--- src/rtl/hx8352_pkg.sv ---
// hx8352_pkg: shared definitions for the HX8352 init sequencer.
//   - op_e       : init-table opcodes stored in entry[17:16]
//   - LCD_CMD / LCD_DATA : dc flag values on the word stream
//   - CMD_GRAM_WRITE     : command that opens the GRAM write window
//   - state_e    : sequencer FSM encoding
//   - rom_entry  : packs an opcode and argument into an 18-bit table entry
package hx8352_pkg;

  typedef enum logic [1:0] {
    OP_CMD   = 2'd0,
    OP_DATA  = 2'd1,
    OP_DELAY = 2'd2,
    OP_END   = 2'd3
  } op_e;

  localparam logic LCD_CMD  = 1'b0;
  localparam logic LCD_DATA = 1'b1;

  localparam logic [15:0] CMD_GRAM_WRITE = 16'h0022;

  typedef enum logic [3:0] {
    ST_IDLE     = 4'd0,
    ST_RST_LOW  = 4'd1,
    ST_RST_WAIT = 4'd2,
    ST_FETCH    = 4'd3,
    ST_DECODE   = 4'd4,
    ST_ISSUE    = 4'd5,
    ST_WAIT     = 4'd6,
    ST_FILL_CMD = 4'd7,
    ST_FILL     = 4'd8,
    ST_FIN      = 4'd9
  } state_e;

  function automatic logic [17:0] rom_entry(input op_e op, input logic [15:0] arg);
    return {op, arg};
  endfunction

endpackage

--- src/rtl/hx8352_init_rom.sv ---
// hx8352_init_rom: registered (1-cycle latency) init table for the HX8352.
//   clk   : system clock
//   addr  : table index
//   entry : {op[17:16], arg[15:0]} of rom[addr], valid one cycle after addr
// The window setup at the end covers the full WIDTH x HEIGHT panel.
// Addresses past the last entry read back as OP_END.
module hx8352_init_rom
  import hx8352_pkg::*;
#(
  parameter int WIDTH  = 240,
  parameter int HEIGHT = 400
) (
  input  logic        clk,
  input  logic [7:0]  addr,
  output logic [17:0] entry
);

  localparam logic [15:0] COL_END = 16'(WIDTH - 1);
  localparam logic [15:0] ROW_END = 16'(HEIGHT - 1);

  // Synchronous table read
  always_ff @(posedge clk) begin
    case (addr)
      8'd0:    entry <= rom_entry(OP_CMD,   16'h0083);  // test mode on
      8'd1:    entry <= rom_entry(OP_DATA,  16'h0002);
      8'd2:    entry <= rom_entry(OP_DELAY, 16'd5);
      8'd3:    entry <= rom_entry(OP_CMD,   16'h0085);  // VDC select
      8'd4:    entry <= rom_entry(OP_DATA,  16'h0003);
      8'd5:    entry <= rom_entry(OP_CMD,   16'h008B);
      8'd6:    entry <= rom_entry(OP_DATA,  16'h0001);
      8'd7:    entry <= rom_entry(OP_CMD,   16'h008C);
      8'd8:    entry <= rom_entry(OP_DATA,  16'h0093);
      8'd9:    entry <= rom_entry(OP_CMD,   16'h0091);
      8'd10:   entry <= rom_entry(OP_DATA,  16'h0001);
      8'd11:   entry <= rom_entry(OP_CMD,   16'h0083);  // test mode off
      8'd12:   entry <= rom_entry(OP_DATA,  16'h0000);
      8'd13:   entry <= rom_entry(OP_CMD,   16'h003E);  // gamma
      8'd14:   entry <= rom_entry(OP_DATA,  16'h00B0);
      8'd15:   entry <= rom_entry(OP_CMD,   16'h0017);  // 16-bit colour
      8'd16:   entry <= rom_entry(OP_DATA,  16'h0005);
      8'd17:   entry <= rom_entry(OP_CMD,   16'h002B);  // oscillator on
      8'd18:   entry <= rom_entry(OP_DATA,  16'h0001);
      8'd19:   entry <= rom_entry(OP_CMD,   16'h001B);  // power control
      8'd20:   entry <= rom_entry(OP_DATA,  16'h0014);
      8'd21:   entry <= rom_entry(OP_DELAY, 16'd10);
      8'd22:   entry <= rom_entry(OP_CMD,   16'h0028);  // display on, stage 1
      8'd23:   entry <= rom_entry(OP_DATA,  16'h0038);
      8'd24:   entry <= rom_entry(OP_DELAY, 16'd4);
      8'd25:   entry <= rom_entry(OP_CMD,   16'h0028);  // display on, stage 2
      8'd26:   entry <= rom_entry(OP_DATA,  16'h003C);
      8'd27:   entry <= rom_entry(OP_CMD,   16'h0002);  // column start
      8'd28:   entry <= rom_entry(OP_DATA,  16'h0000);
      8'd29:   entry <= rom_entry(OP_CMD,   16'h0003);
      8'd30:   entry <= rom_entry(OP_DATA,  16'h0000);
      8'd31:   entry <= rom_entry(OP_CMD,   16'h0004);  // column end
      8'd32:   entry <= rom_entry(OP_DATA,  {8'h00, COL_END[15:8]});
      8'd33:   entry <= rom_entry(OP_CMD,   16'h0005);
      8'd34:   entry <= rom_entry(OP_DATA,  {8'h00, COL_END[7:0]});
      8'd35:   entry <= rom_entry(OP_CMD,   16'h0006);  // row start
      8'd36:   entry <= rom_entry(OP_DATA,  16'h0000);
      8'd37:   entry <= rom_entry(OP_CMD,   16'h0007);
      8'd38:   entry <= rom_entry(OP_DATA,  16'h0000);
      8'd39:   entry <= rom_entry(OP_CMD,   16'h0008);  // row end
      8'd40:   entry <= rom_entry(OP_DATA,  {8'h00, ROW_END[15:8]});
      8'd41:   entry <= rom_entry(OP_CMD,   16'h0009);
      8'd42:   entry <= rom_entry(OP_DATA,  {8'h00, ROW_END[7:0]});
      8'd43:   entry <= rom_entry(OP_END,   16'h0000);
      default: entry <= rom_entry(OP_END,   16'h0000);
    endcase
  end

endmodule

--- src/rtl/hx8352_init_sequencer.sv ---
// hx8352_init_sequencer: drives the HX8352 power-up sequence as a word stream.
//   clk, rst          : clock, synchronous active-high reset
//   start, fill_color : begin a sequence when idle; colour latched on accept
//   out_valid/out_dc/out_data/out_ready : valid/ready word stream to controller
//   lcd_rst_n         : panel hardware reset (active low)
//   busy, done        : sequence running / sticky completion flag
// Flow: panel reset pulse, settle wait, init-table replay, GRAM write
// command, then WIDTH*HEIGHT pixels of the latched colour.
module hx8352_init_sequencer
  import hx8352_pkg::*;
#(
  parameter int CLK_FREQ     = 50000000,
  parameter int TICKS_PER_MS = CLK_FREQ / 1000,
  parameter int RST_LOW_MS   = 1,
  parameter int RST_WAIT_MS  = 120,
  parameter int ROM_DEPTH    = 64,
  parameter int WIDTH        = 240,
  parameter int HEIGHT       = 400
) (
  input  logic        clk,
  input  logic        rst,
  input  logic        start,
  input  logic [15:0] fill_color,
  output logic        out_valid,
  output logic        out_dc,
  output logic [15:0] out_data,
  input  logic        out_ready,
  output logic        lcd_rst_n,
  output logic        busy,
  output logic        done
);

  localparam int TW = (TICKS_PER_MS > 1) ? $clog2(TICKS_PER_MS) : 1;
  localparam int IW = $clog2(ROM_DEPTH + 1);
  localparam logic [TW-1:0] TICK_LAST     = TW'(TICKS_PER_MS - 1);
  localparam logic [IW-1:0] IDX_END       = IW'(ROM_DEPTH);
  localparam logic [16:0]   PIX_LAST      = 17'(WIDTH * HEIGHT - 1);
  // Reset timings are assumed to be at least 1 ms
  localparam logic [31:0]   RST_LOW_TIME  = 32'(RST_LOW_MS);
  localparam logic [31:0]   RST_WAIT_TIME = 32'(RST_WAIT_MS);

  state_e         state_r, state_s;
  logic [IW-1:0]  idx_r, idx_s;
  logic [TW-1:0]  tick_r, tick_s, tick_step_s;
  logic [31:0]    ms_left_r, ms_left_s, ms_step_s;
  logic [16:0]    pix_r, pix_s;
  logic [15:0]    color_r, color_s;
  logic           out_valid_r, out_valid_s;
  logic           out_dc_r, out_dc_s;
  logic [15:0]    out_data_r, out_data_s;
  logic           lcd_rst_n_r, lcd_rst_n_s;
  logic           busy_r, busy_s;
  logic           done_r, done_s;

  logic [17:0]    rom_entry_s;
  op_e            op_s;
  logic [15:0]    arg_s;
  logic           xfer_s;
  logic           ms_tick_s;
  logic           timer_done_s;
  logic           table_end_s;

  hx8352_init_rom #(
    .WIDTH  (WIDTH),
    .HEIGHT (HEIGHT)
  ) u_rom (
    .clk   (clk),
    .addr  (8'(idx_r)),
    .entry (rom_entry_s)
  );

  assign op_s   = op_e'(rom_entry_s[17:16]);
  assign arg_s  = rom_entry_s[15:0];
  assign xfer_s = out_valid_r && out_ready;
  // Running off the end of the table behaves like an explicit OP_END
  assign table_end_s = (idx_r == IDX_END) || (op_s == OP_END);

  // Nested delay timer: tick_r counts clocks within a ms, ms_left_r counts ms
  assign ms_tick_s    = (tick_r == TICK_LAST);
  assign timer_done_s = ms_tick_s && (ms_left_r == 32'd1);
  assign tick_step_s  = ms_tick_s ? {TW{1'b0}} : tick_r + TW'(1'b1);
  assign ms_step_s    = ms_tick_s ? ms_left_r - 32'd1 : ms_left_r;

  assign out_valid = out_valid_r;
  assign out_dc    = out_dc_r;
  assign out_data  = out_data_r;
  assign lcd_rst_n = lcd_rst_n_r;
  assign busy      = busy_r;
  assign done      = done_r;

  // Next-state and next-output logic; outputs are registered one cycle later
  always_comb begin
    state_s     = state_r;
    idx_s       = idx_r;
    tick_s      = tick_r;
    ms_left_s   = ms_left_r;
    pix_s       = pix_r;
    color_s     = color_r;
    out_valid_s = out_valid_r;
    out_dc_s    = out_dc_r;
    out_data_s  = out_data_r;
    lcd_rst_n_s = lcd_rst_n_r;
    busy_s      = busy_r;
    done_s      = done_r;
    case (state_r)
      ST_IDLE: begin
        if (start) begin
          color_s     = fill_color;
          done_s      = 1'b0;
          busy_s      = 1'b1;
          lcd_rst_n_s = 1'b0;
          tick_s      = {TW{1'b0}};
          ms_left_s   = RST_LOW_TIME;
          state_s     = ST_RST_LOW;
        end else begin
          busy_s = 1'b0;
        end
      end
      ST_RST_LOW: begin
        if (timer_done_s) begin
          lcd_rst_n_s = 1'b1;
          tick_s      = {TW{1'b0}};
          ms_left_s   = RST_WAIT_TIME;
          state_s     = ST_RST_WAIT;
        end else begin
          tick_s    = tick_step_s;
          ms_left_s = ms_step_s;
        end
      end
      ST_RST_WAIT: begin
        if (timer_done_s) begin
          idx_s   = {IW{1'b0}};
          state_s = ST_FETCH;
        end else begin
          tick_s    = tick_step_s;
          ms_left_s = ms_step_s;
        end
      end
      ST_FETCH: begin
        state_s = ST_DECODE;
      end
      ST_DECODE: begin
        if (table_end_s) begin
          out_valid_s = 1'b1;
          out_dc_s    = LCD_CMD;
          out_data_s  = CMD_GRAM_WRITE;
          pix_s       = 17'd0;
          state_s     = ST_FILL_CMD;
        end else if (op_s == OP_DELAY) begin
          if (arg_s == 16'd0) begin
            idx_s   = idx_r + IW'(1'b1);
            state_s = ST_FETCH;
          end else begin
            tick_s    = {TW{1'b0}};
            ms_left_s = {16'd0, arg_s};
            state_s   = ST_WAIT;
          end
        end else begin
          out_valid_s = 1'b1;
          out_dc_s    = (op_s == OP_DATA) ? LCD_DATA : LCD_CMD;
          out_data_s  = arg_s;
          state_s     = ST_ISSUE;
        end
      end
      ST_ISSUE: begin
        if (xfer_s) begin
          out_valid_s = 1'b0;
          idx_s       = idx_r + IW'(1'b1);
          state_s     = ST_FETCH;
        end else begin
          state_s = ST_ISSUE;
        end
      end
      ST_WAIT: begin
        if (timer_done_s) begin
          idx_s   = idx_r + IW'(1'b1);
          state_s = ST_FETCH;
        end else begin
          tick_s    = tick_step_s;
          ms_left_s = ms_step_s;
        end
      end
      ST_FILL_CMD: begin
        // valid stays high so pixels follow the command back-to-back
        if (xfer_s) begin
          out_dc_s   = LCD_DATA;
          out_data_s = color_r;
          state_s    = ST_FILL;
        end else begin
          state_s = ST_FILL_CMD;
        end
      end
      ST_FILL: begin
        if (xfer_s) begin
          if (pix_r == PIX_LAST) begin
            out_valid_s = 1'b0;
            state_s     = ST_FIN;
          end else begin
            pix_s = pix_r + 17'd1;
          end
        end else begin
          state_s = ST_FILL;
        end
      end
      ST_FIN: begin
        busy_s  = 1'b0;
        done_s  = 1'b1;
        state_s = ST_IDLE;
      end
      default: begin
        out_valid_s = 1'b0;
        busy_s      = 1'b0;
        lcd_rst_n_s = 1'b1;
        state_s     = ST_IDLE;
      end
    endcase
  end

  // State, counter and output registers; rst overrides any pending update
  always_ff @(posedge clk) begin
    if (rst) begin
      state_r     <= ST_IDLE;
      idx_r       <= {IW{1'b0}};
      tick_r      <= {TW{1'b0}};
      ms_left_r   <= 32'd0;
      pix_r       <= 17'd0;
      color_r     <= 16'h0000;
      out_valid_r <= 1'b0;
      out_dc_r    <= 1'b0;
      out_data_r  <= 16'h0000;
      lcd_rst_n_r <= 1'b1;
      busy_r      <= 1'b0;
      done_r      <= 1'b0;
    end else begin
      state_r     <= state_s;
      idx_r       <= idx_s;
      tick_r      <= tick_s;
      ms_left_r   <= ms_left_s;
      pix_r       <= pix_s;
      color_r     <= color_s;
      out_valid_r <= out_valid_s;
      out_dc_r    <= out_dc_s;
      out_data_r  <= out_data_s;
      lcd_rst_n_r <= lcd_rst_n_s;
      busy_r      <= busy_s;
      done_r      <= done_s;
    end
  end

endmodule
--- config.mk ---
export PLATFORM = sky130hd
export DESIGN_NAME = hx8352_init_sequencer
export DESIGN_NICKNAME = d
export VERILOG_FILES = /design/src/rtl/hx8352_pkg.sv /design/src/rtl/hx8352_init_rom.sv /design/src/rtl/hx8352_init_sequencer.sv
export SDC_FILE = /design/constraint.sdc
export NUM_CORES = 1
export LEC_CHECK = 0
export ABC_AREA = 1
export ABC_CLOCK_PERIOD_IN_PS = 2690
export BUFFER_PORTS_ARGS = -buffer_cell sky130_fd_sc_hd__buf_2
export CAP_MARGIN = 20
export CORE_AREA = 2 2 150 152
export DETAILED_ROUTE_END_ITERATION = 7
export DIE_AREA = 0 0 152 154
export SYNTH_ARGS = -nofsm -noshare
export SYNTH_HDL_FRONTEND = slang
export SYNTH_HIERARCHICAL = 1
export SYNTH_SLANG_ARGS = --single-unit
--- constraint.sdc ---
create_clock -name clk -period 2.69 [get_ports clk]
set_input_delay 0.538 -clock clk [delete_from_list [all_inputs] [get_ports clk]]
set_output_delay 0.538 -clock clk [all_outputs]
set_load 0.02 [all_outputs]
Yosys cells after proc, flatten, opt, wreduce, memory -nomap -nowiden:

Memory sizes are Yosys's and may differ from the RTL's. A register that Yosys moved wholly into a read port is not among the register bits.
Index checks and enable logic that the tools add are counted.
Widths: inputs -> output; s select.

* output and inout port bits: 21
* memories: 1
* memory bits (read-only): 640
* register bits after elaboration: 131
* logic and storage cells: 138

* muxes and demuxes: 59
* reduce and logical (&&, ||, !) cells: 25
* $add $sub $neg: 4
* equality and inequality tests: 34
* bitwise gates (word level): 2

Memories
* (no name shown): depth 64, width 10, rd ports 1, clocked after Yosys merged registers in 1, wr ports 0, line hx8352_init_rom.sv:23 `case (addr)`

Operator list (number)
* $mux 32: 7
* $mux 16: 10
* $pmux 32 s4: 1
* $pmux 16 s4: 1
* $mux 17: 3
* $mux 7: 6
* $pmux 17 s2: 1
* $eq 32x1->1 const B: 1
* $mux 4: 8
* $pmux 16 s2: 1
* $pmux 4 s8: 1
* $sub 32x1->32 const B: 1
* $ne 2x2->1 const B: 15
* $pmux 7 s4: 1
* $add 17x1->17 const B: 1
* $eq 17x17->1 const B: 1
* $add 16x1->16 const B: 1
* $eq 16x16->1 const B: 1
* $eq 4x3->1 const B: 4
* $logic_not 16->1: 1
* $reduce_or 8->1: 2
* $mux 1: 12
* $eq 4x2->1 const B: 2
* $eq 4x4->1 const B: 2
* 27 further kinds: 40

Depth between registers and ports, before layout:

* depth in word-level cells: 5
* depth in mapped cells: 14
* gate-level depth less buffers: 13

Cells and area by module:

The synthesis kept the hierarchy.

Modules (own cells, without submodules)
* hx8352_init_sequencer: cells an instance 1096, area each 6902.9 um^2, times used 1, seq. area each 2262.2 um^2
* hx8352_init_rom: cells an instance 166, area each 1032.2 um^2, times used 1, seq. area each 200.2 um^2

Worst setup path before layout:

OpenSTA, ideal clock, no wires.

* kind: register -> register
* start: register idx_r[0]
* end: register ms_left_r[17]
* clock period less this slack: 1.890 ns
* data required time: 2.577 ns
* path slack: 0.800 ns
* data arrival time: 1.777 ns
* stages on the path, launching flop included: 14
* cell sequence: dfxtp_1 -> inv_1 -> ha_1 -> nand4_1 -> nand2_1 -> nand2_4 -> nand2_2 -> nor2_4 -> nand2_8 -> buf_6 -> nor2_1 -> nand2_1 -> nand2_1 -> nor2_1

* word-level cells in the longest chain between the ends: 4

RTL lines
* start: declaration: line hx8352_init_sequencer.sv:43 `logic [IW-1:0] idx_r, idx_s;`
* start signal: assignment: line hx8352_init_sequencer.sv:223 `idx_r <= {IW{1'b0}};`
* start signal: assignment: line hx8352_init_sequencer.sv:236 `idx_r <= idx_s;`
* $eq 7x7->1: line hx8352_init_sequencer.sv:76 `assign table_end_s = (idx_r == IDX_END) || (op_s == OP_END);`
* $logic_or 1x1->1: line hx8352_init_sequencer.sv:76
* $ne 2x2->1 (no line)
* $reduce_and 6->1 (no line)
* end signal: assignment: line hx8352_init_sequencer.sv:238 `ms_left_r <= ms_left_s;`
* end: declaration: line hx8352_init_sequencer.sv:45 `logic [31:0] ms_left_r, ms_left_s, ms_step_s;`

Every way passes these cells.
A chain may end at the register's enable or synchronous reset.

Final worst setup path:

* start: register tick_r[0]
* end: register ms_left_r[22]

* word-level cells in the longest chain between the ends: 4
* elaborated cells between the ends (all ways): 8
* those cells by class: 2 x eq/ne; 4 x mux; 2 x reduce/logical

RTL lines
* start: declaration: line hx8352_init_sequencer.sv:44 `logic [TW-1:0] tick_r, tick_s, tick_step_s;`
* start signal: assignment: line hx8352_init_sequencer.sv:224 `tick_r <= {TW{1'b0}};`
* start signal: assignment: line hx8352_init_sequencer.sv:237 `tick_r <= tick_s;`
* $eq 16x16->1 (*): line hx8352_init_sequencer.sv:79 `assign ms_tick_s = (tick_r == TICK_LAST);`
* $mux 32 or $logic_and 1x1->1 (tied branches): line hx8352_init_sequencer.sv:82, hx8352_init_sequencer.sv:80
* $mux 32, or another cell as far along: line hx8352_init_sequencer.sv:131, hx8352_init_sequencer.sv:175
* $pmux 32 s4 or $reduce_and 6->1 (tied branches)

Mark *: on every way between the ends. The rest lies on a longest branch, timed or not. The select of a mux whose other input is x is not followed.

==> flow_summary.yaml <==
timing:
  setup_slack_ns: 0.498
  fmax_mhz: 456
  finalSetupTns_ns: 0
  rsz0062_at_grt: "false"
  slew_viol_final: 0
  finalSetupViolCount: 0
  skew_ns: 0.0113
  finalHoldViolCount: 0
  relSlewSlack: 0.471
  finalWorstPathRequiredPeriod_ns: 2.19
  tightest_slew_ns: 0.792
  min_period_over_period: 0.815
cts:
  cts_root_buf: "clkbuf_16"
  clock_latency_ns: 0.43
  numCtsBuffers: 17
  htree_levels: 4
  cts.sinks: 123
  clockBufferDepth: 2
  cts_hold_buf: 0
  clk_pin_slew_worst_paths_ns: 0.07
  post_cts_buffers: 0
  cts_resized: 0
  cts_tree: "done"
placement:
  placedCellCount: 1549
  portBuffers: 40
  gp_congestion: 0.928
  place_area_mm2: 0.00830
  post-place-ws_ns: 0.487
  hpwl_um: 15700
drt:
  vias_per_cell: 5.03
  drc: 0
  wl_um: 21800
  num_vias: 7959
  wl_per_cell_um: 13.8
  postRouteAntennaNets: 0
  drt_iter0_drc: 569
  drtPass1Iterations: 7
worst_setup_path:
  crit_path_max_fanout: 13
  arrival_ns: 2.49
  end_kind: "register"
  required_ns: 2.98
  crit_type: "reg2reg"
  critPathLaunchType: "register"
pwr:
  switching_share: 0.433
  power_frac_clock: 0.318
  p_comb_frac: 0.377
  netSwitchingPower_uw: 3180
  ir_drop_uv: 454
  power_density_mw_per_mm2: 825
  p_leak_uw: 0.00385
  seqPwrFrac: 0.305
  intPower_uw: 4160
job:
  drv_cap: 0
final_layout:
  final_cells: 1581
  final_util: 0.410
  n_fill_cell: 2347
  diodes: 0
  synthToLayoutAreaGrowth_pct: 12.1
  stdcell_area_mm2: 0.00889
  drive_gt1_frac: 0.115
  fin_nets: 1322
yosys:
  synthMostInstantiatedCell: "nand2_1"
  syn_area_mm2: 0.00794
  synthTopCellsByCount: "nand2_1, nor2_1, a21oi_1"
  yosys_warnings: 16
  yosysUniqueCellTypes: 46
  yosysTopAreaCell: "dfxtp_1"
  synth_seq_area_share: 0.310
  synthesis.instances: 1262
  synth_ff_type: "dfxtp_1"
  synth.top_cell.area_share: 0.310
  synth.area.top_cells: "dfxtp_1, nand2_1, a21oi_1, nor2_1, nand3_1"
  async_flop_share: 0
  syn_avg_cell_area_um2: 6.29
  ys_ff_latch: 123
  synth_edf_count: 0
grt:
  grt_overflow: 0
  grt_max_degree: 86
  grt_pass1_wl_um: 36900
  grtUsageTotal: 0.189
  antenna_found_initial: 0
  grt_pass1_vias: 7429
floorplan:
  fp.coreArea_mm2: 0.0217
  die_area_mm2: 0.0234
  io_pins: 41
  start_util: 0.366
  die_y_um: 154
  die_x_um: 152
  row_count: 54
outcome:
  outcome: "finished, final reports clean"
min_path:
  holdCritPathClass: "in2reg"
registers in the layout, summed over array words and instances, names as in the netlist:
name / cells
busy: 1
color_r: 16
done: 1
idx_r: 7
lcd_rst_n: 1
ms_left_r: 32
out_data: 16
out_dc: 1
out_valid: 1
pix_r: 17
state_r: 4
tick_r: 16
u_rom/entry: 10
final timing paths:
kind | start | slack, ns | end | depth (start not counted)
worst min register to register | color_r[13] | 0.46 | color_r[13] | 2
worst min-delay path | fill_color[2] | 0.37 | color_r[2] | 3
worst max-delay path | tick_r[0] | 0.50 | ms_left_r[22] | 10
worst max register to register | tick_r[0] | 0.50 | ms_left_r[22] | 10
cells in the final DEF (no fill, tap or decap), types with 9 or more instances in the layout:
cell,synthesis,final
clkbuf_16,0,17
nand3_1,103,103
buf_2,13,40
a21oi_1,124,124
conb_1,2,9
inv_1,100,100
nor3_1,25,25
dfxtp_1,123,123
nand2_1,370,370
inv_2,17,17
nand2_2,9,9
buf_4,16,14
xor2_1,25,25
nand4_1,25,25
ha_1,14,14
o21ai_0,50,50
nor2_1,138,138
power groups by stage:
stage / Combinational [uW] / Clock [uW] / Sequential (uW)
floorplan: 2050 / 0 / 2330
global placement: 2730 / 0 / 2270
detailed placement: 2740 / 0 / 2270
CTS: 2750 / 2380 / 2230
global route: 3110 / 2450 / 2270
finish: 2770 / 2330 / 2240
area by class of cell:
type                       count  area, um2  share of cell area
clock buffer                  17        425              0.0478
clock inverter                15        166              0.0187
inverter                     120        454              0.0511
multi-input combinational    971       4710               0.530
sequential                   123       2460               0.277
tap                          280        350              0.0394
timing repair buffer          55        325              0.0366
cells by family (layout without fill, tap and decap cells):
kind of cell	count (synthesis)	count (layout)	synth area share
buffers and inverters	175	207	0.0995
and+or+nand+nor	714	714	0.398
other	2	9	0.000946
xor gates and xnor gates	28	28	0.0309
DFF	123	123	0.310
adders and majority gates	14	14	0.0221
AOI/OAI and AO/OA	206	206	0.138
per-layer routing:
metal	track usage	vias to the layer above	wire length, um
li1	-	4153	-
met1	0.260	3649	10800
met2	0.311	142	10100
met3	0.0290	15	721
met4	0.0454	0	230
met5	0	-	0
metrics by stage:
step	hold WS, ns	power, uW
final	0.373	7340
after global routing	0.371	7840
after CTS	0.363	7360
after detailed placement	0.453	5010
after global placement	0.449	5000
after floorplan	0.438	4380
worst max-delay path: stages, from the launching register on:
cell	delay, ns
dfxtp_1	0.37
ha_1	0.21
nand3_1	0.16
nor2_1	0.18
nand2_2	0.13
inv_2	0.20
nand2_4	0.10
o21ai_1	0.19
inv_1	0.27
o211ai_1	0.17
a21oi_1	0.08
Note: power is estimated with default switching activity, not from simulation.
